[src/rtl/mult_div_pkg.sv]
// Shared definitions for the iterative multiply/divide unit.
package mult_div_pkg;

  localparam logic [1:0] OP_MULTU = 2'b00;
  localparam logic [1:0] OP_MULT  = 2'b01;
  localparam logic [1:0] OP_DIVU  = 2'b10;
  localparam logic [1:0] OP_DIV   = 2'b11;

  typedef enum logic [1:0] {
    IDLE = 2'd0,
    CALC = 2'd1,
    FIX  = 2'd2
  } state_t;

endpackage

[src/rtl/mult_div_unit_if.sv]
// Request/result bundle between the control unit (master) and the multiply/divide unit (slave).
interface mult_div_unit_if #(
  parameter int unsigned DATA_LEN = 32
) ();
  logic                start;
  logic [1:0]          op;
  logic [DATA_LEN-1:0] a;
  logic [DATA_LEN-1:0] b;
  logic                wr_hi;
  logic                wr_lo;
  logic [DATA_LEN-1:0] wdata;
  logic                busy;
  logic                done;
  logic                div_by_zero;
  logic [DATA_LEN-1:0] hi;
  logic [DATA_LEN-1:0] lo;

  modport master (
    output start, op, a, b, wr_hi, wr_lo, wdata,
    input  busy, done, div_by_zero, hi, lo
  );

  modport slave (
    input  start, op, a, b, wr_hi, wr_lo, wdata,
    output busy, done, div_by_zero, hi, lo
  );
endinterface

[src/rtl/mult_div_unit_md_step.sv]
// One iteration of radix-2 shift-add multiply or restoring divide; purely combinational.
module md_step #(
  parameter int unsigned DATA_LEN = 32
) (
  input  logic                mode_i,  // 0: multiply step, 1: divide step
  input  logic [DATA_LEN:0]   rem_i,
  input  logic [DATA_LEN-1:0] quo_i,
  input  logic [DATA_LEN-1:0] b_i,
  output logic [DATA_LEN:0]   rem_o,
  output logic [DATA_LEN-1:0] quo_o
);

  logic [DATA_LEN:0]   sum;
  logic [DATA_LEN+1:0] shifted;
  logic [DATA_LEN+1:0] trial;

  // Multiply: {rem, quo} holds {partial product, remaining multiplier bits}.
  // Divide: rem is the partial remainder, quo shifts dividend bits out and quotient bits in.
  always_comb begin
    sum     = '0;
    shifted = '0;
    trial   = '0;
    rem_o   = rem_i;
    quo_o   = quo_i;
    if (!mode_i) begin
      sum   = rem_i + (quo_i[0] ? {1'b0, b_i} : '0);
      rem_o = {1'b0, sum[DATA_LEN:1]};
      quo_o = {sum[0], quo_i[DATA_LEN-1:1]};
    end else begin
      shifted = {rem_i, quo_i[DATA_LEN-1]};
      trial   = shifted - {2'b00, b_i};
      if (trial[DATA_LEN+1]) begin
        // Borrow: keep the shifted remainder, quotient bit 0.
        rem_o = shifted[DATA_LEN:0];
        quo_o = {quo_i[DATA_LEN-2:0], 1'b0};
      end else begin
        rem_o = trial[DATA_LEN:0];
        quo_o = {quo_i[DATA_LEN-2:0], 1'b1};
      end
    end
  end

endmodule

[src/rtl/mult_div_unit.sv]
// Multi-cycle MULT/MULTU/DIV/DIVU unit with architectural HI/LO registers.
module mult_div_unit
  import mult_div_pkg::*;
#(
  parameter int unsigned DATA_LEN = 32
) (
  input logic             clk,
  input logic             rst,
  mult_div_unit_if.slave  bus
);

  localparam int unsigned CntW = $clog2(DATA_LEN);

  state_t              state_q, state_d;
  logic [CntW-1:0]     cnt_q, cnt_d;
  logic [1:0]          op_q, op_d;
  logic [DATA_LEN:0]   rem_q, rem_d;
  logic [DATA_LEN-1:0] quo_q, quo_d;
  logic [DATA_LEN-1:0] b_q, b_d;
  logic [DATA_LEN-1:0] a_raw_q, a_raw_d;
  logic [DATA_LEN-1:0] hi_q, hi_d;
  logic [DATA_LEN-1:0] lo_q, lo_d;
  logic                neg_res_q, neg_res_d;
  logic                neg_rem_q, neg_rem_d;
  logic                b_zero_q, b_zero_d;
  logic                done_q, done_d;
  logic                dbz_q, dbz_d;

  logic                  in_signed, sign_a, sign_b;
  logic [DATA_LEN-1:0]   mag_a, mag_b;
  logic                  is_div;
  logic [DATA_LEN:0]     step_rem;
  logic [DATA_LEN-1:0]   step_quo;
  logic [2*DATA_LEN-1:0] prod, prod_fix;
  logic [DATA_LEN-1:0]   rem_mag, rem_fix, quo_fix;
  logic [DATA_LEN-1:0]   res_hi, res_lo;

  md_step #(
    .DATA_LEN (DATA_LEN)
  ) u_step (
    .mode_i (is_div),
    .rem_i  (rem_q),
    .quo_i  (quo_q),
    .b_i    (b_q),
    .rem_o  (step_rem),
    .quo_o  (step_quo)
  );

  // Operand magnitudes and sign flags for the incoming request.
  always_comb begin
    in_signed = (bus.op == OP_MULT) || (bus.op == OP_DIV);
    sign_a    = in_signed & bus.a[DATA_LEN-1];
    sign_b    = in_signed & bus.b[DATA_LEN-1];
    mag_a     = sign_a ? -bus.a : bus.a;
    mag_b     = sign_b ? -bus.b : bus.b;
  end

  // Sign fix-up and divide-by-zero override applied in FIX.
  always_comb begin
    is_div   = (op_q == OP_DIVU) || (op_q == OP_DIV);
    prod     = {rem_q[DATA_LEN-1:0], quo_q};
    prod_fix = neg_res_q ? -prod : prod;
    rem_mag  = rem_q[DATA_LEN-1:0];
    rem_fix  = neg_rem_q ? -rem_mag : rem_mag;
    quo_fix  = neg_res_q ? -quo_q : quo_q;
    if (!is_div) begin
      res_hi = prod_fix[2*DATA_LEN-1:DATA_LEN];
      res_lo = prod_fix[DATA_LEN-1:0];
    end else if (b_zero_q) begin
      res_hi = a_raw_q;
      res_lo = '1;
    end else begin
      res_hi = rem_fix;
      res_lo = quo_fix;
    end
  end

  // State register.
  always_ff @(posedge clk or posedge rst) begin
    if (rst) begin
      state_q <= IDLE;
    end else begin
      state_q <= state_d;
    end
  end

  // Next-state logic: CALC lasts exactly DATA_LEN cycles, FIX one.
  always_comb begin
    state_d = state_q;
    unique case (state_q)
      IDLE:    if (bus.start) state_d = CALC;
      CALC:    if (cnt_q == CntW'(DATA_LEN - 1)) state_d = FIX;
      FIX:     state_d = IDLE;
      default: state_d = IDLE;
    endcase
  end

  // Outputs decoded from state and result registers.
  always_comb begin
    bus.busy        = (state_q != IDLE);
    bus.done        = done_q;
    bus.div_by_zero = dbz_q;
    bus.hi          = hi_q;
    bus.lo          = lo_q;
  end

  // Datapath next-state: capture, iterate, write back.
  always_comb begin
    cnt_d     = cnt_q;
    op_d      = op_q;
    rem_d     = rem_q;
    quo_d     = quo_q;
    b_d       = b_q;
    a_raw_d   = a_raw_q;
    hi_d      = hi_q;
    lo_d      = lo_q;
    neg_res_d = neg_res_q;
    neg_rem_d = neg_rem_q;
    b_zero_d  = b_zero_q;
    done_d    = 1'b0;
    dbz_d     = 1'b0;
    unique case (state_q)
      IDLE: begin
        if (bus.wr_hi) hi_d = bus.wdata;
        if (bus.wr_lo) lo_d = bus.wdata;
        if (bus.start) begin
          op_d      = bus.op;
          a_raw_d   = bus.a;
          quo_d     = mag_a;
          b_d       = mag_b;
          rem_d     = '0;
          neg_res_d = sign_a ^ sign_b;
          neg_rem_d = sign_a;
          b_zero_d  = (bus.b == '0);
          cnt_d     = '0;
        end
      end
      CALC: begin
        rem_d = step_rem;
        quo_d = step_quo;
        cnt_d = cnt_q + CntW'(1);
      end
      FIX: begin
        hi_d   = res_hi;
        lo_d   = res_lo;
        done_d = 1'b1;
        dbz_d  = is_div & b_zero_q;
      end
      default: ;
    endcase
  end

  // Datapath registers; reset aborts any operation in flight.
  always_ff @(posedge clk or posedge rst) begin
    if (rst) begin
      cnt_q     <= '0;
      op_q      <= '0;
      rem_q     <= '0;
      quo_q     <= '0;
      b_q       <= '0;
      a_raw_q   <= '0;
      hi_q      <= '0;
      lo_q      <= '0;
      neg_res_q <= 1'b0;
      neg_rem_q <= 1'b0;
      b_zero_q  <= 1'b0;
      done_q    <= 1'b0;
      dbz_q     <= 1'b0;
    end else begin
      cnt_q     <= cnt_d;
      op_q      <= op_d;
      rem_q     <= rem_d;
      quo_q     <= quo_d;
      b_q       <= b_d;
      a_raw_q   <= a_raw_d;
      hi_q      <= hi_d;
      lo_q      <= lo_d;
      neg_res_q <= neg_res_d;
      neg_rem_q <= neg_rem_d;
      b_zero_q  <= b_zero_d;
      done_q    <= done_d;
      dbz_q     <= dbz_d;
    end
  end

endmodule

[src/flat_wrapper.sv]
// flat-port wrapper written by rule: the top's interface ports become plain ports
module mult_div_unit_flat import mult_div_pkg::*;
#(
  parameter int unsigned DATA_LEN = 32
)
  (clk, rst, bus_start, bus_op, bus_a, bus_b, bus_wr_hi, bus_wr_lo, bus_wdata, bus_busy, bus_done, bus_div_by_zero, bus_hi, bus_lo);
  mult_div_unit_if #(.DATA_LEN(DATA_LEN)) bus_i ();
  input logic clk;
  input logic rst;
  input wire logic [$bits(bus_i.start)-1:0] bus_start;
  input wire logic [$bits(bus_i.op)-1:0] bus_op;
  input wire logic [$bits(bus_i.a)-1:0] bus_a;
  input wire logic [$bits(bus_i.b)-1:0] bus_b;
  input wire logic [$bits(bus_i.wr_hi)-1:0] bus_wr_hi;
  input wire logic [$bits(bus_i.wr_lo)-1:0] bus_wr_lo;
  input wire logic [$bits(bus_i.wdata)-1:0] bus_wdata;
  output wire logic [$bits(bus_i.busy)-1:0] bus_busy;
  output wire logic [$bits(bus_i.done)-1:0] bus_done;
  output wire logic [$bits(bus_i.div_by_zero)-1:0] bus_div_by_zero;
  output wire logic [$bits(bus_i.hi)-1:0] bus_hi;
  output wire logic [$bits(bus_i.lo)-1:0] bus_lo;
  assign bus_i.start = bus_start;
  assign bus_i.op = bus_op;
  assign bus_i.a = bus_a;
  assign bus_i.b = bus_b;
  assign bus_i.wr_hi = bus_wr_hi;
  assign bus_i.wr_lo = bus_wr_lo;
  assign bus_i.wdata = bus_wdata;
  assign bus_busy = bus_i.busy;
  assign bus_done = bus_i.done;
  assign bus_div_by_zero = bus_i.div_by_zero;
  assign bus_hi = bus_i.hi;
  assign bus_lo = bus_i.lo;
  mult_div_unit #(.DATA_LEN(DATA_LEN)) u_core (.clk(clk), .rst(rst), .bus(bus_i));
endmodule
[config.mk]
export PLATFORM = sky130hd
export DESIGN_NAME = mult_div_unit_flat
export DESIGN_NICKNAME = d
export VERILOG_FILES = /design/src/rtl/mult_div_pkg.sv /design/src/rtl/mult_div_unit_if.sv /design/src/rtl/mult_div_unit_md_step.sv /design/src/rtl/mult_div_unit.sv /design/src/flat_wrapper.sv
export SDC_FILE = /design/constraint.sdc
export NUM_CORES = 1
export LEC_CHECK = 0
export BUFFER_PORTS_ARGS = -buffer_cell sky130_fd_sc_hd__buf_4
export CAP_MARGIN = 20
export CORE_MARGIN = 2
export CORE_UTILIZATION = 55
export DETAILED_ROUTE_END_ITERATION = 7
export GPL_ROUTABILITY_DRIVEN = 0
export PLACE_DENSITY = 0.74
export SYNTH_ARGS = -nofsm -noshare
export SYNTH_HDL_FRONTEND = slang
export SYNTH_SLANG_ARGS = --single-unit
[constraint.sdc]
create_clock -name clk -period 9.5 [get_ports clk]
set_input_delay 1.9 -clock clk [delete_from_list [all_inputs] [get_ports clk]]
set_output_delay 1.9 -clock clk [all_outputs]
set_load 0.01 [all_outputs]
==> results.yml, run 1 <==
status:
  status: "completed"
detailed_routing:
  drtIter0Drc: 2193
  drc: 0
  post_drt_wl_per_cell_um: 21.5
  via_per_inst: 6.52
  firstDrtPassIters: 8
  vias: 16700
  final_antenna_net_count: 0
  totalWireLength_mm: 55.2
logic_synthesis:
  yosys_warnings: 0
  yosysSeqAreaShare: 0.318
  synth-edff-count: 0
  synth_area_leaders: "dfrtp_1, nand2_1, o21ai_0, xnor2_1, ha_1"
  synth_common_cells: "nand2_1, o21ai_0, dfrtp_1"
  synth_top_area_cell: "dfrtp_1"
  synth_top_area_share: 0.318
  syn_area_per_cell_um2: 7.79
  yosys_register_bits: 206
  synth_async_sr_flop_share: 1.00
  syn_inst: 2080
  post-synth-top-count-cell: "nand2_1"
  syn_area_mm2: 0.0162
  synth_cell_types: 76
  syn_nets: 2255
  synth_flop_cell: "dfrtp_1"
global_routing:
  grt_max_degree: 128
  grt_pass1_wl_mm: 87.1
  grt.total_usage: 0.354
  antenna_found_initial: 1
  grt_pass1_vias: 15700
  overflow: 0
clocking:
  cts_tree: "built"
  clkSinkCount: 206
  cts_made_buffers: 26
  clock_tree.root_cell: "clkbuf_16"
  holdBufCountCts: 0
  path_clk_slew_ns: 0.06
  post_cts_buffers: 0
  cts_resized: 0
  h-tree-depth: 1
  clk_latency_ns: 0.56
  cts_buffer_depth: 3
die:
  die_h_um: 176
  ios: 170
  die_area_mm2: 0.0308
  rows: 62
  die_w_um: 176
  initial_core_util: 0.561
  fp.coreArea_mm2: 0.0289
worst_setup_path:
  criticalPathCategory: "reg2reg"
  critical-path-slowest-cell: "o311ai_0"
  crit_path_start_kind: "flop"
  path_buf_inv: 2
  critPathRequiredTime_ns: 9.91
  arrival_ns: 5.01
  path_cells: "inv_1 -> buf_4 -> nor2_1 -> ha_1 -> a21oi_1 -> nor2b_1 -> o311ai_0 -> a221oi_1 -> or2_2 -> a21o_1 -> a221o_1 -> a21oi_1 -> xnor2_1 -> a221o_1"
  worst-path-max-fanout: 29
  rr_endpoint: "u_core.rem_q[18]"
  path_delay_family: "compound AO/OA/AOI/OAI gates"
  crit_start: "u_core.quo_q[0]"
  worst_r2r_path_depth: 14
  timing.rr.start: "u_core.quo_q[0]"
  rrSetupSlack_ns: 4.90
  cp-end-kind: "flop"
  cp.depth: 14
  endpoint: "u_core.rem_q[18]"
  slowest_delay_ns: 0.75
power:
  peakVddDrop_mv: 0.275
  p_per_area_mw_per_mm2: 396
  leakage_nw: 8.14
finish:
  multi_input_area_mm2: 0.0103
  area_growth_pct: 14.5
  nFillCells: 2545
  utilization: 0.643
  seqCellArea_mm2: 0.00516
  final_area_mm2: 0.0185
  final_nets: 2337
  antenna_cells: 0
  drive_gt1_frac: 0.122
sta:
  rsz0062_at_grt: "false"
  worst_slew_pin_slew_ns: 1.08
  fin_hold_ws_ns: 0.481
  worst_slack_ns: 4.90
  min_period_over_period: 0.484
  skew_ns: 0.0362
  finalSetupTns_ns: 0
  hold_viol: 0
  slew_viol_final: 0
  finalSetupViolations: 0
  min_period_ns: 4.60
  relSlewSlack: 0.275
  clock.fmax_ghz: 0.217
hold_path:
  hold_class: "reg2reg"
  hp-start: "u_core.b_q[19]"
placement:
  hpwl_mm: 40.4
  placed_area_mm2: 0.0176
  port_buffers: 169
  pre_cts_slack_ns: 4.72
flow_run:
  maxCapViolCount: 0
==> placed cells by master, fill, tap and decap left out, drive strengths merged, types with 13 or more instances in the layout <==
cell,instances
a211oi,13
a21o,31
a21oi,156
a22oi,20
a31oi,16
buf,191
clkbuf,35
dfrtp,206
ha,70
inv,63
mux2i,56
nand2,333
nand2b,26
nand3,36
nor2,152
nor3,45
nor4,21
o211ai,47
o21a,15
o21ai,235
o22ai,42
o31ai,27
or3,18
xnor2,107
xor2,41
==> power breakdown <==
| group | internal [mW] | leakage (nW) | switching, mW |
|---|---|---|---|
| clock | 0.612 | 0.428 | 0.415 |
| combinational | 1.85 | 5.18 | 2.51 |
| sequential | 1.30 | 2.53 | 0.658 |
| total | 3.76 | 8.14 | 3.58 |
==> final cells by class <==
class,count,area share
sequential,206,0.278
tap,384,0.0259
inverter,61,0.0127
clock inverter,12,0.00863
clock buffer,35,0.0385
multi-input combinational,1676,0.556
timing repair buffer,191,0.0801
==> registers in the layout, summed over array words and instances, names as in the netlist <==
name                    count
u_core.op_q                 1
u_core.rem_q               33
u_core.bus.hi              32
u_core.quo_q               32
u_core.bus.div_by_zero      1
u_core.b_q                 32
u_core.neg_res_q            1
u_core.a_raw_q             32
u_core.b_zero_q             1
u_core.cnt_q                5
u_core.neg_rem_q            1
u_core.bus.lo              32
u_core.state_q              2
u_core.bus.done             1
==> layer usage <==
layer,part of all wire,track usage,wire [um],up-vias
met5,0.0021,0.0240,115,-
met4,0.036,0.112,2010,4
met3,0.12,0.0829,6510,175
met2,0.42,0.522,23300,975
met1,0.42,0.511,23300,7905
li1,-,-,-,7666
==> worst min path at each step <==
stage               cells past startpoint                  to  slack, ns
floorplan                               2  u_core.a_raw_q[30]       0.44
global placement                        2  u_core.a_raw_q[25]       0.46
detailed placement                      2  u_core.a_raw_q[17]       0.47
CTS                                     2  u_core.a_raw_q[17]       0.48
global route                            2      u_core.b_q[19]       0.50
finish                                  2      u_core.b_q[19]       0.48
==> cells by family after synthesis <==
group	after synthesis	share of synthesized area
AOI/OAI and AO/OA	694	0.266
xor gates and xnor gates	148	0.0800
adders and majority gates	72	0.0565
buffers and inverters	198	0.0467
DFF	206	0.318
muxes	62	0.0388
and+or+nand+nor	700	0.194
==> through the flow <==
stage,instances,power (mW)
2_1_floorplan,2080,4.88
3_3_place_gp,2515,6.06
3_5_place_dp,2515,6.17
4_1_cts,2562,7.23
5_1_grt,2565,7.87
6_report,2565,7.34
==> worst reg2reg max path, cell delays in order, from the launching register on <==
cell,delay [ns]
dfrtp_1,0.54
inv_1,0.29
buf_4,0.37
nor2_1,0.10
ha_1,0.35
a21oi_1,0.16
nor2b_1,0.07
o311ai_0,0.75
a221oi_1,0.28
or2_2,0.38
a21o_1,0.22
a221o_1,0.33
a21oi_1,0.20
xnor2_1,0.11
a221o_1,0.33
No activity file was read; power rests on OpenSTA's default activity.
==> run 2, diff against run 1 <==
--- a/config.mk
+++ b/config.mk
@@ -11,7 +11,7 @@
 export CORE_UTILIZATION = 55
 export DETAILED_ROUTE_END_ITERATION = 7
 export GPL_ROUTABILITY_DRIVEN = 0
-export PLACE_DENSITY = 0.74
+export PLACE_DENSITY = 0.77
 export SYNTH_ARGS = -nofsm -noshare
 export SYNTH_HDL_FRONTEND = slang
 export SYNTH_SLANG_ARGS = --single-unit
==> constraint.sdc (replaced) <==
create_clock -name clk -period 4.2 [get_ports clk]
set_input_delay 0.84 -clock clk [delete_from_list [all_inputs] [get_ports clk]]
set_output_delay 0.84 -clock clk [all_outputs]
set_load 0.01 [all_outputs]
==> results.yml, run 2 (same netlist as run 1, synthesis figures left out) <==
die:
  initial_core_util: 0.561
  die_h_um: 176
  die_w_um: 176
  ios: 170
  die_area_mm2: 0.0308
  fp.coreArea_mm2: 0.0289
  rows: 62
finish:
  final_nets: 2371
  area_growth_pct: 15.7
  final_common_cell: "nand2_1"
  drive_gt1_frac: 0.136
  largest_register_ffs: 33
  nFillCells: 2522
  mostFrequentLayoutCells: "nand2_1, o21ai_0, buf_4"
  layout.cells.non_filler: 2596
  regMostFlops: "u_core.rem_q"
  seqCellArea_mm2: 0.00516
  antenna_cells: 0
  multi_input_area_mm2: 0.0103
  utilization: 0.650
global_routing:
  overflow: 0
  grt.total_usage: 0.355
  grt_pass1_wl_mm: 87.2
  grt_max_degree: 92
  antenna_found_initial: 0
  grt_pass1_vias: 15800
clocking:
  cts_made_buffers: 24
  clk_latency_ns: 0.55
  path_clk_slew_ns: 0.06
  cts_tree: "built"
  clock_tree.root_cell: "clkbuf_16"
  cts_buffer_depth: 3
  post_cts_buffers: 0
  h-tree-depth: 1
  clkSinkCount: 206
sta:
  clock.fmax_ghz: 0.253
  rsz0062_at_grt: "false"
  finalSetupTns_ns: 0
  skew_ns: 0.0199
  finalSetupViolations: 0
  relSlewSlack: 0.384
  min_period_over_period: 0.940
  worst_slew_pin_slew_ns: 0.924
  slew_viol_final: 0
  min_period_ns: 3.95
  hold_viol: 0
worst_setup_path:
  arrival_ns: 4.32
  crit_path_start_kind: "flop"
  worst_r2r_path_depth: 14
  criticalPathCategory: "reg2reg"
  critPathRequiredTime_ns: 4.57
  worst-path-max-fanout: 27
  cp-end-kind: "flop"
placement:
  port_buffers: 169
  dp_cells: 2554
  hpwl_mm: 41.7
hold_path:
  hold_class: "in2async"
power:
  leakage_nw: 8.28
  finalPower_mw: 16.9
  peakVddDrop_mv: 0.527
  p_per_area_mw_per_mm2: 902
detailed_routing:
  vias: 16900
  via_per_inst: 6.51
  drc: 10
  firstDrtPassIters: 8
  final_antenna_net_count: 0
  drtIter0Drc: 2416
  post_drt_wl_per_cell_um: 21.5
  totalWireLength_mm: 55.7
status:
  status: "complete, but fails checks"
  violations: "design-rule violations"
flow_run:
  maxCapViolCount: 0
-- run 2: changes by cell type in the layout (fill, tap and decap cells not counted), moves of 2 or more --
cell / previous run / this run
clkbuf_1: 6 / 2
clkbuf_8: 3 / 6
inv_6: 3 / 1
clkbuf_16: 26 / 24
buf_4: 188 / 224
buf_16: 2 / 0
-- run 2: worst max-delay path, cell delays in order, from the launching register on --
cell and delay, ns:
dfrtp_1 0.47, inv_1 0.27, buf_6 0.28, nor2_1 0.07
ha_1 0.36, a211oi_1 0.33, o21ai_0 0.15, a221o_1 0.33
or3_1 0.32, o221a_2 0.27, a21oi_1 0.24, o21a_1 0.24
o21ai_0 0.14, xnor2_1 0.18, o221ai_1 0.12
-- run 2: routing by layer --
metal	global-route usage	part of all wire	vias up
met5	0.0256	0.0015	-
met4	0.136	0.045	2
met3	0.0955	0.12	213
met2	0.531	0.42	1035
met1	0.490	0.41	7921
li1	-	-	7728
-- run 2: final timing paths --
path,to,slack [ns],startpoint
worst min-delay path,u_core.b_q[1],0.38,rst
worst max register to register,u_core.rem_q[28],0.25,u_core.quo_q[0]
max in group asynchronous,u_core.quo_q[18],2.98,rst
worst max-delay path,u_core.rem_q[28],0.25,u_core.quo_q[0]
min in group clk,u_core.bus.hi[4],0.48,u_core.bus.hi[4]
worst min register to register,u_core.bus.hi[4],0.48,u_core.bus.hi[4]
-- run 2: per-stage QoR --
stage          hold WS (ns)  instance area [um2]  setup slack (ns)
2_1_floorplan         0.440                16200             0.688
3_3_place_gp          0.455                17900             0.431
3_5_place_dp          0.465                17900             0.321
4_1_cts               0.388                18700             0.294
5_1_grt               0.413                18700            0.0702
6_report              0.377                18700             0.250
-- run 2: what timing repair did --
item / 4_1_cts / 5_1_grt
resized for setup: 0 / 1
hold buffers: 0 / 0
endpoints found under the setup margin: 0 / 1
-- run 2: area by class of cell --
type                    count  share of cell area
flip-flops and latches    206               0.275
clock inverters            10             0.00761
inverters                  61              0.0124
well taps                 384              0.0256
multi-input cells        1676               0.550
clock buffers              32              0.0368
repair buffers            227              0.0924
-- run 2: where the power goes --
| group | leakage [nW] | internal [mW] | switching (mW) |
|---|---|---|---|
| Combinational | 5.34 | 4.42 | 6.06 |
| Clock | 0.411 | 1.34 | 0.883 |
| Sequential | 2.53 | 2.95 | 1.27 |
| Total | 8.28 | 8.71 | 8.21 |
